==> config.mk <==
export PLATFORM = sky130hd
export DESIGN_NAME = riscv_mem_port_arbiter
export DESIGN_NICKNAME = d
export VERILOG_FILES = /design/src/rtl/riscv_pkg.sv /design/src/rtl/riscv_rr_arbiter2.sv /design/src/rtl/riscv_mem_port_arbiter.sv
export SDC_FILE = /design/constraint.sdc
export NUM_CORES = 1
export LEC_CHECK = 0
export CORE_MARGIN = 10
export CORE_UTILIZATION = 29
export CTS_BUF_LIST = sky130_fd_sc_hd__clkbuf_2 sky130_fd_sc_hd__clkbuf_4 sky130_fd_sc_hd__clkbuf_8
export CTS_CLUSTER_DIAMETER = 30
export DETAILED_ROUTE_END_ITERATION = 6
export GPL_TIMING_DRIVEN = 1
export PLACE_DENSITY = 0.69
export RECOVER_POWER = 100
export SLEW_MARGIN = 20
export SYNTH_ARGS = -nofsm -noshare
export SYNTH_HDL_FRONTEND = slang
export SYNTH_SLANG_ARGS = --single-unit
export TNS_END_PERCENT = 30
==> constraint.sdc <==
create_clock -name clk -period 2.4 [get_ports clk]
set_clock_uncertainty 0.2 [all_clocks]
set_input_delay 0.48 -clock clk [delete_from_list [all_inputs] [get_ports clk]]
set_output_delay 0.48 -clock clk [all_outputs]
set_load 0.01 [all_outputs]
==> src/rtl/riscv_pkg.sv <==
// Shared types for the memory-port arbiter: FSM states, grant encoding and
// the round-robin pick rule used by the two-input arbiter.
package riscv_pkg;

    typedef enum logic [1:0] {
        IDLE = 2'd0,
        REQ  = 2'd1,
        RSP  = 2'd2,
        DONE = 2'd3
    } mem_arb_state_t;

    typedef enum logic {
        GRANT_IF   = 1'b0,
        GRANT_DATA = 1'b1
    } mem_arb_grant_t;

    // Contention goes to whoever was not served last; otherwise the lone requester wins.
    function automatic mem_arb_grant_t rr_pick(input logic if_req, input logic data_req,
                                               input mem_arb_grant_t last);
        mem_arb_grant_t pick;
        if (if_req && data_req) begin
            if (last == GRANT_IF) begin
                pick = GRANT_DATA;
            end else begin
                pick = GRANT_IF;
            end
        end else if (if_req) begin
            pick = GRANT_IF;
        end else begin
            pick = GRANT_DATA;
        end
        return pick;
    endfunction

endpackage

==> src/rtl/riscv_rr_arbiter2.sv <==
// Two-input round-robin arbiter. The last-served register only moves on the
// update strobe, so a grant stays fair across multi-cycle transactions.
module riscv_rr_arbiter2
    import riscv_pkg::*;
(
    input  logic           clk,
    input  logic           nreset,
    input  logic           req_if,
    input  logic           req_data,
    input  logic           update,
    input  mem_arb_grant_t served,
    output logic           grant_valid,
    output mem_arb_grant_t grant
);

    mem_arb_grant_t last_grant_r;

    // Combinational pick from the current requests and the last-served side.
    always_comb begin
        grant_valid = req_if | req_data;
        grant       = rr_pick(req_if, req_data, last_grant_r);
    end

    // Last-served register; resets to data so fetch wins the first contention.
    always_ff @(posedge clk or negedge nreset) begin
        if (!nreset) begin
            last_grant_r <= GRANT_DATA;
        end else if (update) begin
            last_grant_r <= served;
        end else begin
            last_grant_r <= last_grant_r;
        end
    end

endmodule

==> src/rtl/riscv_mem_port_arbiter.sv <==
// Shares the single downstream memory port between instruction fetch and
// load/store, one transaction at a time, sequenced IDLE -> REQ -> RSP -> DONE.
module riscv_mem_port_arbiter
    import riscv_pkg::*;
#(
    parameter int ADDR_WIDTH  = 64,
    parameter int DATA_WIDTH  = 64,
    parameter int INSTR_WIDTH = 32,
    parameter int STRB_WIDTH  = DATA_WIDTH / 8
) (
    input  logic                   clk,
    input  logic                   nreset,
    input  logic                   enable,
    input  logic                   i_if_req,
    input  logic [ADDR_WIDTH-1:0]  i_if_addr,
    input  logic                   i_if_flush,
    output logic                   o_if_valid,
    output logic [INSTR_WIDTH-1:0] o_if_instr,
    input  logic [ADDR_WIDTH-1:0]  i_d_addr,
    input  logic                   i_d_wr_valid,
    input  logic [DATA_WIDTH-1:0]  i_d_wr_data,
    input  logic [STRB_WIDTH-1:0]  i_d_wr_strb,
    output logic                   o_d_wr_ready,
    input  logic                   i_d_rd_ready,
    output logic                   o_d_rd_valid,
    output logic [DATA_WIDTH-1:0]  o_d_rd_data,
    output logic                   o_d_err,
    output logic                   o_req_valid,
    output logic                   o_req_write,
    output logic [ADDR_WIDTH-1:0]  o_req_addr,
    output logic [DATA_WIDTH-1:0]  o_req_wdata,
    output logic [STRB_WIDTH-1:0]  o_req_strb,
    input  logic                   i_req_ready,
    input  logic                   i_rsp_valid,
    input  logic [DATA_WIDTH-1:0]  i_rsp_data,
    input  logic                   i_rsp_err,
    output logic                   o_rsp_ready,
    output logic                   o_busy
);

    mem_arb_state_t         state_r;
    mem_arb_grant_t         gnt_r;
    mem_arb_grant_t         pick_s;
    logic                   pick_valid_s;
    logic                   data_req_s;
    logic                   arb_update_s;
    logic                   flush_hit_s;
    logic                   drop_fetch_r;
    logic [INSTR_WIDTH-1:0] instr_sel_s;

    // Request summary, arbiter update strobe and flush qualification.
    always_comb begin
        data_req_s   = i_d_wr_valid | i_d_rd_ready;
        arb_update_s = (state_r == DONE);
        flush_hit_s  = (gnt_r == GRANT_IF) && i_if_flush;
    end

    riscv_rr_arbiter2 u_rr (
        .clk         (clk),
        .nreset      (nreset),
        .req_if      (i_if_req),
        .req_data    (data_req_s),
        .update      (arb_update_s),
        .served      (gnt_r),
        .grant_valid (pick_valid_s),
        .grant       (pick_s)
    );

    // A 64-bit beat carries two instructions; address bit 2 picks the upper word.
    always_comb begin
        if ((DATA_WIDTH == 64) && o_req_addr[2]) begin
            instr_sel_s = INSTR_WIDTH'(i_rsp_data >> 32'd32);
        end else begin
            instr_sel_s = INSTR_WIDTH'(i_rsp_data);
        end
    end

    assign o_req_valid = (state_r == REQ);
    assign o_rsp_ready = (state_r == RSP);
    assign o_busy      = (state_r != IDLE);

    // Transaction FSM with field latches, response latches and completion pulses.
    always_ff @(posedge clk or negedge nreset) begin
        if (!nreset) begin
            state_r      <= IDLE;
            gnt_r        <= GRANT_IF;
            drop_fetch_r <= 1'b0;
            o_req_write  <= 1'b0;
            o_req_addr   <= '0;
            o_req_wdata  <= '0;
            o_req_strb   <= '0;
            o_if_valid   <= 1'b0;
            o_if_instr   <= '0;
            o_d_wr_ready <= 1'b0;
            o_d_rd_valid <= 1'b0;
            o_d_rd_data  <= '0;
            o_d_err      <= 1'b0;
        end else begin
            case (state_r)
                IDLE: begin
                    if (enable && pick_valid_s) begin
                        gnt_r   <= pick_s;
                        state_r <= REQ;
                        if (pick_s == GRANT_IF) begin
                            o_req_write <= 1'b0;
                            o_req_addr  <= i_if_addr;
                            o_req_wdata <= '0;
                            o_req_strb  <= '0;
                        end else begin
                            // Store outranks load when both are held on the data side.
                            o_req_write <= i_d_wr_valid;
                            o_req_addr  <= i_d_addr;
                            o_req_wdata <= i_d_wr_valid ? i_d_wr_data : '0;
                            o_req_strb  <= i_d_wr_valid ? i_d_wr_strb : '0;
                        end
                    end else begin
                        state_r <= IDLE;
                    end
                end
                REQ: begin
                    if (flush_hit_s) begin
                        drop_fetch_r <= 1'b1;
                    end else begin
                        drop_fetch_r <= drop_fetch_r;
                    end
                    if (i_req_ready) begin
                        state_r <= RSP;
                    end else begin
                        state_r <= REQ;
                    end
                end
                RSP: begin
                    if (flush_hit_s) begin
                        drop_fetch_r <= 1'b1;
                    end else begin
                        drop_fetch_r <= drop_fetch_r;
                    end
                    if (i_rsp_valid) begin
                        state_r <= DONE;
                        if (gnt_r == GRANT_IF) begin
                            // Fetch errors are swallowed; a flushed fetch completes silently.
                            o_if_valid <= ~(drop_fetch_r | flush_hit_s);
                            o_if_instr <= instr_sel_s;
                        end else begin
                            o_d_wr_ready <= o_req_write;
                            o_d_rd_valid <= ~o_req_write;
                            o_d_err      <= i_rsp_err;
                            if (!o_req_write) begin
                                o_d_rd_data <= i_rsp_data;
                            end else begin
                                o_d_rd_data <= o_d_rd_data;
                            end
                        end
                    end else begin
                        state_r <= RSP;
                    end
                end
                DONE: begin
                    o_if_valid   <= 1'b0;
                    o_d_wr_ready <= 1'b0;
                    o_d_rd_valid <= 1'b0;
                    o_d_err      <= 1'b0;
                    drop_fetch_r <= 1'b0;
                    state_r      <= IDLE;
                end
                default: begin
                    state_r <= IDLE;
                end
            endcase
        end
    end

endmodule

==> impl_metrics.ini, run 1 <==
[outcome]
outcome = finished clean

[global_routing]
grt_max_degree = 71
grt_pass1_wl_um = 61200
grt_usage_pct = 18.6
first_global_vias = 9941
gr-total-overflow = 0
antenna_found_initial = 1

[synthesis]
muxShareOfSynthArea_pct = 10.9
synth.distinct_cells = 33
synth_top_area_cell = dfrtp_1
synthesis.nets = 1132
synth_fa_ha_area_share_pct = 0.872
syn_area_mm2 = 0.0100
synth_top_area_share_pct = 60.0
avgSynthCellArea_um2 = 11.8
synth_cells = 851
ys_warn_count = 0
ys_top_cells_by_count = 241 x dfrtp_1, 101 x o21ai_0, 72 x a22o_1
yosys.area_share.simple_pct = 4.22
synth_top_family_by_area = compound AO/OA/AOI/OAI gates
synth_area_leaders = dfrtp_1 60%, mux2_2 6.8%, a22o_1 6.3%, o21ai_0 5.0%, a31oi_1 4.0%
ys_async_sr_fraction_pct = 100
synth-main-ff-cell = dfrtp_1
synth_compound_area_share_pct = 19.7
ys_ff_latch = 242
synth_edf_count = 0
synth_most_common_cell = dfrtp_1
yosysSeqAreaShare_pct = 60.3
synth_xor_area_share_pct = 0

[worst_setup_path]
path_class = flip-flop to output port
worst_setup_path_end_kind = output port
path_max_fanout = 4
crit_required_ns = 1.72
arrival_ns = 1.65
start_kind = flip-flop

[timing]
tns_ns = 0
hold_viol = 0
period_share_pct = 97.1
whs_ns = 0.180
min_period_ns = 2.33
rsz0062_at_grt = true
fmax_ghz = 0.429
timing.final.ws_setup_ns = 0.0705
setup_viol = 0
worst_pin_slew_ns = 1.14
slew_violations = 0
maxSlewHeadroom_pct = 24.3

[final_layout]
stdcell_count = 1903
layout.area.seq_mm2 = 0.00606
drive_above_1_share_pct = 15.5
area_delta_synth_final_pct = 71.9
utilization_pct = 50.2
final_area_mm2 = 0.0173
nFillCells = 3060
diodes = 0
multi_input_area_mm2 = 0.00363
final_nets = 1678

[routing]
wl_per_cell_um = 22.0
vias = 9275
ant_nets = 0
viasPerCell = 4.87
wirelength_um = 41800
firstDrtPassIters = 4
drt_iter0_markers = 371
drc = 0

[floorplan]
die_w_um = 206
die_h_um = 206
initial_core_util_pct = 29.2
die-area_mm2 = 0.0425
core_area_mm2 = 0.0344
ios = 514
rows = 68

[place]
place_ws_ns = 0.00886
placed_area_mm2 = 0.0160
gp_congestion = 0.847
port_buffers = 513
post-place-cells = 1788
dp_hpwl_um = 31400

[min_path]
hold_start = i_if_req
min_path_type = input pin to flip-flop

[clocking]
h-tree-depth = 2
cts_tree = yes
clkLatencyLatePin_ns = 0.59
clockBufferDepth = 3
path_clk_slew_ns = 0.05
clock-sinks = 242
cts_inserted_buffers = 59
cts_root_buf = clkbuf_8

[power]
power_density_mw_per_mm2 = 1300
p_total_mw = 22.4
p_leak_nw = 7.67
max-vdd-ir-drop_uv = 609

[flow_run]
maxCapViolCount = 0
placed cells by master (no fill, tap or decap), types with 3 or more instances in the layout:
master,n
dfrtp_1,240
nand2_1,32
ha_1,5
clkinv_4,8
dlygate4sd3_1,227
o21ai_0,101
clkbuf_2,11
buf_4,13
clkbuf_1,9
a22o_1,72
inv_2,3
bufinv_16,10
mux2_2,61
mux2i_1,35
clkinv_2,5
inv_1,5
buf_2,3
clkdlybuf4s50_1,282
buf_12,5
clkbuf_8,70
clkbuf_4,9
nor2_1,65
mux2_1,5
clkinvlp_4,10
a21oi_1,65
a31oi_1,65
inv_6,3
o41ai_1,3
sequential cells by signal, indices dropped and copies added, names as in the netlist, 8 cells and up, named ones only:
register / count
o_req_strb: 8
o_if_instr: 32
o_d_rd_data: 64
o_req_wdata: 64
o_req_addr: 64
layer usage:
metal / up-vias / wire [um] / track usage, %
li1: 4236 / - / -
met1: 4484 / 15900 / 21.2
met2: 476 / 20200 / 31.0
met3: 77 / 4520 / 7.55
met4: 2 / 1260 / 6.91
met5: - / 13 / 0
final timing paths:
kind	slack (ns)	cells after the start	endpoint
max in group asynchronous	0.27	3	o_req_wdata[52]
min in group asynchronous	0.45	2	o_if_instr[15]
worst min-delay path	0.18	2	gnt_r
worst min register to register	0.27	2	o_if_instr[5]
worst max register to register	0.22	7	o_req_addr[44]
worst max-delay path	0.07	4	o_busy
final cells by class:
cell class / count / area share [%]
timing repair buffer: 558 / 31.7
inverter: 8 / 0.174
clock buffer: 75 / 5.80
clock inverter: 37 / 2.97
sequential: 242 / 35.1
tap: 455 / 3.30
multi-input combinational: 528 / 21.0
report_power, final:
group | switching, mW | internal [mW]
logic | 4.46 | 4.75
clock network | 2.27 | 3.90
registers | 1.05 | 6.01
total | 7.79 | 14.7
cells by family (layout without fill, tap and decap cells):
logic type      after synthesis  after routing
buf+inv                      81            678
fa+ha+maj                     7              7
mux                         101            101
simple gates                106            106
compound gates              314            314
flops                       242            242
what timing repair did:
action	CTS	global route
hold endpoints to repair	151	0
setup buffers	2	0
hold buffers	1	0
gates cloned	0	0
gates resized for setup	11	2
endpoints found under the setup margin	3	3
critical path: stages (launching register included):
cell           delay [ns]
dfrtp_1              0.42
inv_2                0.12
ha_4                 0.17
inv_1                0.05
dlygate4sd2_1        0.30
Note: power is estimated with default switching activity, not from simulation.
==> run 2: changes to the inputs <==
Settings changed: CORE_ASPECT_RATIO set to 0.9.
Clock period 2.4 ns to 2.15 ns, I/O delays scaled along.
==> run 2 against run 1 <==
Net effect: via count increased by 0.74%; power is 7.8% higher; routed wire length is 0.62% higher; global-route usage up 0.34 points; worst setup slack lost 0.0057 ns; sequential share of layout area about the same; critical path depth decreased by 3; final cell count grew 0.74%; non-clock buffer count rose by 13; largest power group unchanged.
==> impl_metrics.ini, run 2 (synthesis gave the netlist of run 1 again) <==
[min_path]
hold-path-endpoint = o_req_addr[15]
hold_start = i_if_req
min_path_type = input pin to flip-flop
worstHoldPathCells = 3

[final_layout]
area_delta_synth_final_pct = 71.9
final_nets = 1689
drive_above_1_share_pct = 16.7
reg_top3 = o_d_rd_data (64), o_req_addr (64), o_req_wdata (64)
utilization_pct = 50.6
nFillCells = 3094
layout_commonest_cell = clkdlybuf4s50_1
most-common-layout-cells = 275 x clkdlybuf4s50_1, 239 x dfrtp_1, 217 x dlygate4sd2_1, 101 x o21ai_0, 72 x a22o_1

[global_routing]
gr-total-overflow = 0
grt_usage_pct = 19.0
antenna_found_initial = 8
first_global_vias = 10100
grt_pass1_wl_um = 63400
grt_max_degree = 65

[place]
port_buffers = 513
dp_hpwl_um = 32000
gp_congestion = 0.846

[routing]
ant_nets = 0
drt_iter0_markers = 425
viasPerCell = 4.87
firstDrtPassIters = 7
drc = 0
vias = 9344
wirelength_um = 42100
wl_per_cell_um = 22.0

[floorplan]
die_w_um = 216
ios = 514
core_area_mm2 = 0.0341
die-area_mm2 = 0.0425
rows = 64
die_h_um = 197
initial_core_util_pct = 29.5

[power]
p_leak_nw = 8.20
max-vdd-ir-drop_uv = 997
p_total_mw = 24.2
power_density_mw_per_mm2 = 1400

[clocking]
cts_tree = yes
path_clk_slew_ns = 0.06
clock-sinks = 242
clkLatencyLatePin_ns = 0.58
cts_root_buf = clkbuf_8
cts_inserted_buffers = 57
clockBufferDepth = 3
h-tree-depth = 2

[timing]
period_share_pct = 97.0
rsz0062_at_grt = true
fmax_ghz = 0.480
slew_violations = 0
setup_viol = 0
worst_pin_slew_ns = 1.11
min_period_ns = 2.09
maxSlewHeadroom_pct = 25.9
hold_viol = 0

[worst_setup_path]
max_stage_delay_ns = 0.55
path_buf_inv = 1
reg2reg_depth = 6
path_max_fanout = 2
crit_required_ns = 1.52
arrival_ns = 1.46
cp_top_family = buffers and inverters
start_kind = flip-flop
path_class = flip-flop to output port
reg2reg_slack_ns = 0.14
worst_setup_path_end_kind = output port
cp_cell_sequence = clkdlybuf4s50_1
cpMaxStageDelayCell = clkdlybuf4s50_1
rr_endpoint = o_d_rd_data[23]
r2r-start = state_r[0]

[outcome]
outcome = finished clean

[flow_run]
maxCapViolCount = 0
## run 2: cell types whose count changed in the layout (fill, tap and decap cells not counted), sizes merged, moves of 7 or more
cell	previous run	this run
dlygate4sd3	227	1
dlygate4sd2	1	217
buf	23	56
clkbuf	99	79
dlymetal6s2s	0	16
clkdlybuf4s50	282	275
## run 2: metal layers
| metal | wire [um] | GRT usage (%) |
|---|---|---|
| met1 | 15900 | 20.8 |
| met2 | 20500 | 32.2 |
| met3 | 4650 | 8.96 |
| met4 | 982 | 5.80 |
| met5 | 73 | 0 |
## run 2: per-stage QoR
step | worst slack (ns) | hold WS [ns] | std cells | TNS [ns] | area [um2]
final | 0.0648 | 0.0870 | 1917 | 0 | 17300
after global routing | -0.00710 | 0.106 | 1916 | -0.00710 | 17300
after CTS | -0.194 | 0.0331 | 1914 | -0.194 | 17200
after global placement | -0.0460 | 0.151 | 1805 | -0.846 | 16100
after detailed placement | -0.108 | 0.147 | 1805 | -6.73 | 16100
after floorplan | 0.355 | -0.0656 | 851 | 0 | 10000
## run 2: what timing repair did
action                                  in CTS  in global routing
hold endpoints to repair                   241                  0
endpoints found under the setup margin     220                 22
hold buffers                                 1                  0
gates resized for setup                    231                 24
pin swaps                                    0                  1
buffers inserted                             4                  1
## run 2: final cells by class
type	instances	area [um2]	area share (%)
antenna	2	5.00	0.0290
clock buffer	73	973	5.64
clock inverter	31	368	2.13
inverter	8	30.0	0.174
multi-input combinational	528	3650	21.2
sequential	242	6060	35.1
tap	462	578	3.35
timing repair buffer	571	5600	32.4
## run 2: report_power, final
part / internal [mW] / switching [mW]
clock: 3.84 / 2.29
sequential: 6.71 / 1.20
combinational: 5.04 / 5.12
## run 2: worst max-delay path by stage
stage / endpoint / slack (ns) / start / cells past startpoint
floorplan: o_d_rd_data[57] / 0.36 / state_r[0] / 5
global placement: o_req_addr[0] / -0.05 / i_d_wr_valid / 7
global route: o_busy / -0.007 / flip-flop / 4
CTS: o_req_valid / -0.19 / state_r[0] / 3
detailed placement: o_req_addr[3] / -0.11 / i_d_wr_valid / 7
finish: o_req_wdata[5] / 0.06 / o_req_wdata[5] / 1
## run 2: worst min-delay path: stages
cell	delay (ns)
buf_2	0.17
a31oi_1	0.15
a21oi_1	0.07
==> patch, RTL diff (flow settings as in run 2) <==
The parameter `ADDR_WIDTH` goes from 64 to 128.
--- a/src/rtl/riscv_mem_port_arbiter.sv
+++ b/src/rtl/riscv_mem_port_arbiter.sv
@@ -4,5 +4,5 @@
     import riscv_pkg::*;
 #(
-    parameter int ADDR_WIDTH  = 64,
+    parameter int ADDR_WIDTH  = 128,
     parameter int DATA_WIDTH  = 64,
     parameter int INSTR_WIDTH = 32,
Interface: changed (resized i_d_addr, i_if_addr and o_req_addr); port bits go from 514 to 706. The function was not compared with the original's and may differ.
==> patch against run 2 <==
Clock power rose by 30%. Cell area rose by 31%. Fmax fell by 0.97%. Sequential cell count rose by 64. Setup slack got worse by 20 ps. Power rose by 32%. Count of clock-buffer cells in the layout rose by 23. Routed wire length rose by 51%. Synthesized area rose by 30%. Critical path type unchanged.
==> patch: results (changes against run 2) <==
stage	metric	value	unit	change
synth	ys_dominant_reg_cell	dfrtp_1		unchanged
synth	ys_types	34		was 33
placed_design	place_congestion	0.874		was 0.846
power_and_ir_drop	switching_power	12.0	mW	was 8.61 mW
placed_design	pre_cts_ws	-206	ps	was -108 ps
timing	tightest_slew	1220	ps	was 1110 ps
worst_setup_path	critical-path-max-stage-delay	420	ps	was 550 ps
hold_path	min_to	o_req_addr[105]		was o_req_addr[15]
worst_setup_path	crit_arrival	1480	ps	was 1460 ps
synth	ys_seq_area_share	58.5	%	was 60.3%
cts	htree_levels	3		was 2
layout	nNetsFinal	2365		was 1,689
worst_setup_path	worstRegToRegCells	7		was 6
worst_setup_path	crit_path_end	o_req_valid		was o_req_wdata[5]
cts	ctsLongestPathBuffers	3		unchanged
grt	grt_pass1_wl	92900	um	was 63,400 um
grt	grtUsageTotal	22.5	%	was 19.0%
synth	mappedNetlistNets	1623		was 1,132
cts	cts_made_buffers	75		was 57
layout	layout-drive-gt1-share	14.4	%	was 16.7%
hold_path	hold_start	i_d_addr[105]		was i_if_req
timing	whs	160	ps	was 87.0 ps
detailed_routing	vias_per_cell	5.08		was 4.87
worst_setup_path	crit_path_start	state_r[0]		was o_req_wdata[5]
worst_setup_path	critical-path-top-delay-family	flip-flops		was buffers and inverters
worst_setup_path	crit_path_max_fanout	4		was 2
cts	cts_setup_buffers	2		was 4
outcome	outcome	finished clean		unchanged
detailed_routing	drt_iter0_drc	1001		was 425
power_and_ir_drop	irDropWorstVdd	0.000525	V	was 0.000997 V
grt	antenna_found_initial	3		was 8
worst_setup_path	cpMaxStageDelayCell	dfrtp_1		was clkdlybuf4s50_1
placed_design	dp_hpwl	48700	um	was 32,000 um
worst_setup_path	reg2reg_to	o_req_addr[7]		was o_d_rd_data[23]
cts	postCtsHoldBufs	2		was 1
layout	biggestRegsByFlops	o_req_addr x128, o_d_rd_data x64, o_req_wdata x64		was o_d_rd_data x64, o_req_addr x64, o_req_wdata x64
cts	clk_latency	620	ps	was 580 ps
grt	grt_pass1_vias	13800		was 10,100
worst_setup_path	r2r_setup_slack	120	ps	was 140 ps
cts	cts_resized	328		was 231
detailed_routing	dr.pass1.iters	5		was 7
timing	worst_slack	44.4	ps	was 64.8 ps
placed_design	io_buffers	705		was 513
synth	netlist_top_cells_count	dfrtp_1, o21ai_0, a21oi_1, a31oi_1, nor2_1		was dfrtp_1, o21ai_0, a22o_1
detailed_routing	routed_wl	63800	um	was 42,100 um
grt	grt_max_degree	127		was 65
layout	fillers	4067		was 3,094
synth	synthTopCellsByArea	dfrtp_1, o21ai_0, a31oi_1		was dfrtp_1, mux2_2, a22o_1
placed_design	place_area	0.0212	mm^2	was 0.0161 mm^2
power_and_ir_drop	p_leak	10.3	nW	was 8.20 nW
==> patch: cell count changes after synthesis, sizes merged <==
cell and change:
a21oi +64, a31oi +64, buf +16, clkbuf +27, clkinv -1, dfrtp +64
inv +1, nor2 +64, o21ai +64
==> patch: area by class of cell <==
cell class / instances / area, um^2 / area share (%)
repair buffers: 781 / 7520 / 33.2
multi-input cells: 784 / 4950 / 21.9
well taps: 600 / 751 / 3.32
flip-flops and latches: 306 / 7660 / 33.8
clock inverters: 35 / 470 / 2.08
clock buffers: 96 / 1250 / 5.53
diodes: 3 / 7.51 / 0.0332
inverters: 8 / 33.8 / 0.149
==> patch: power by group through the flow <==
stage,sequential [mW],combinational (mW),clock (mW)
finish,9.99,14.0,7.97
global route,10.3,14.9,8.45
CTS,9.99,14.0,8.14
detailed placement,10.2,15.8,0
global placement,10.0,15.6,0
floorplan,11.2,4.91,0
==> patch: logic make-up after synthesis <==
| family | share of synthesized area [%] |
|---|---|
| compound gates | 23.1 |
| fa+ha+maj | 0.669 |
| buf+inv | 4.27 |
| flops | 58.5 |
| mux | 8.36 |
| simple gates | 5.08 |
==> patch: routing by layer <==
| metal | share of wire [%] | up-vias | track usage (%) | wire length, um |
|---|---|---|---|---|
| met2 | 49 | 739 | 37.9 | 31500 |
| met1 | 36 | 6464 | 24.5 | 23000 |
| met3 | 9.2 | 126 | 8.14 | 5840 |
| met5 | 0.031 | - | 0 | 20 |
| met4 | 5.3 | 2 | 11.4 | 3350 |
| li1 | - | 5950 | - | - |
==> patch: stage by stage <==
step	power, mW	instances
after global placement	25.6	2471
after global routing	33.6	2610
after CTS	32.2	2606
after floorplan	16.2	1214
after detailed placement	25.9	2471
final	31.9	2613
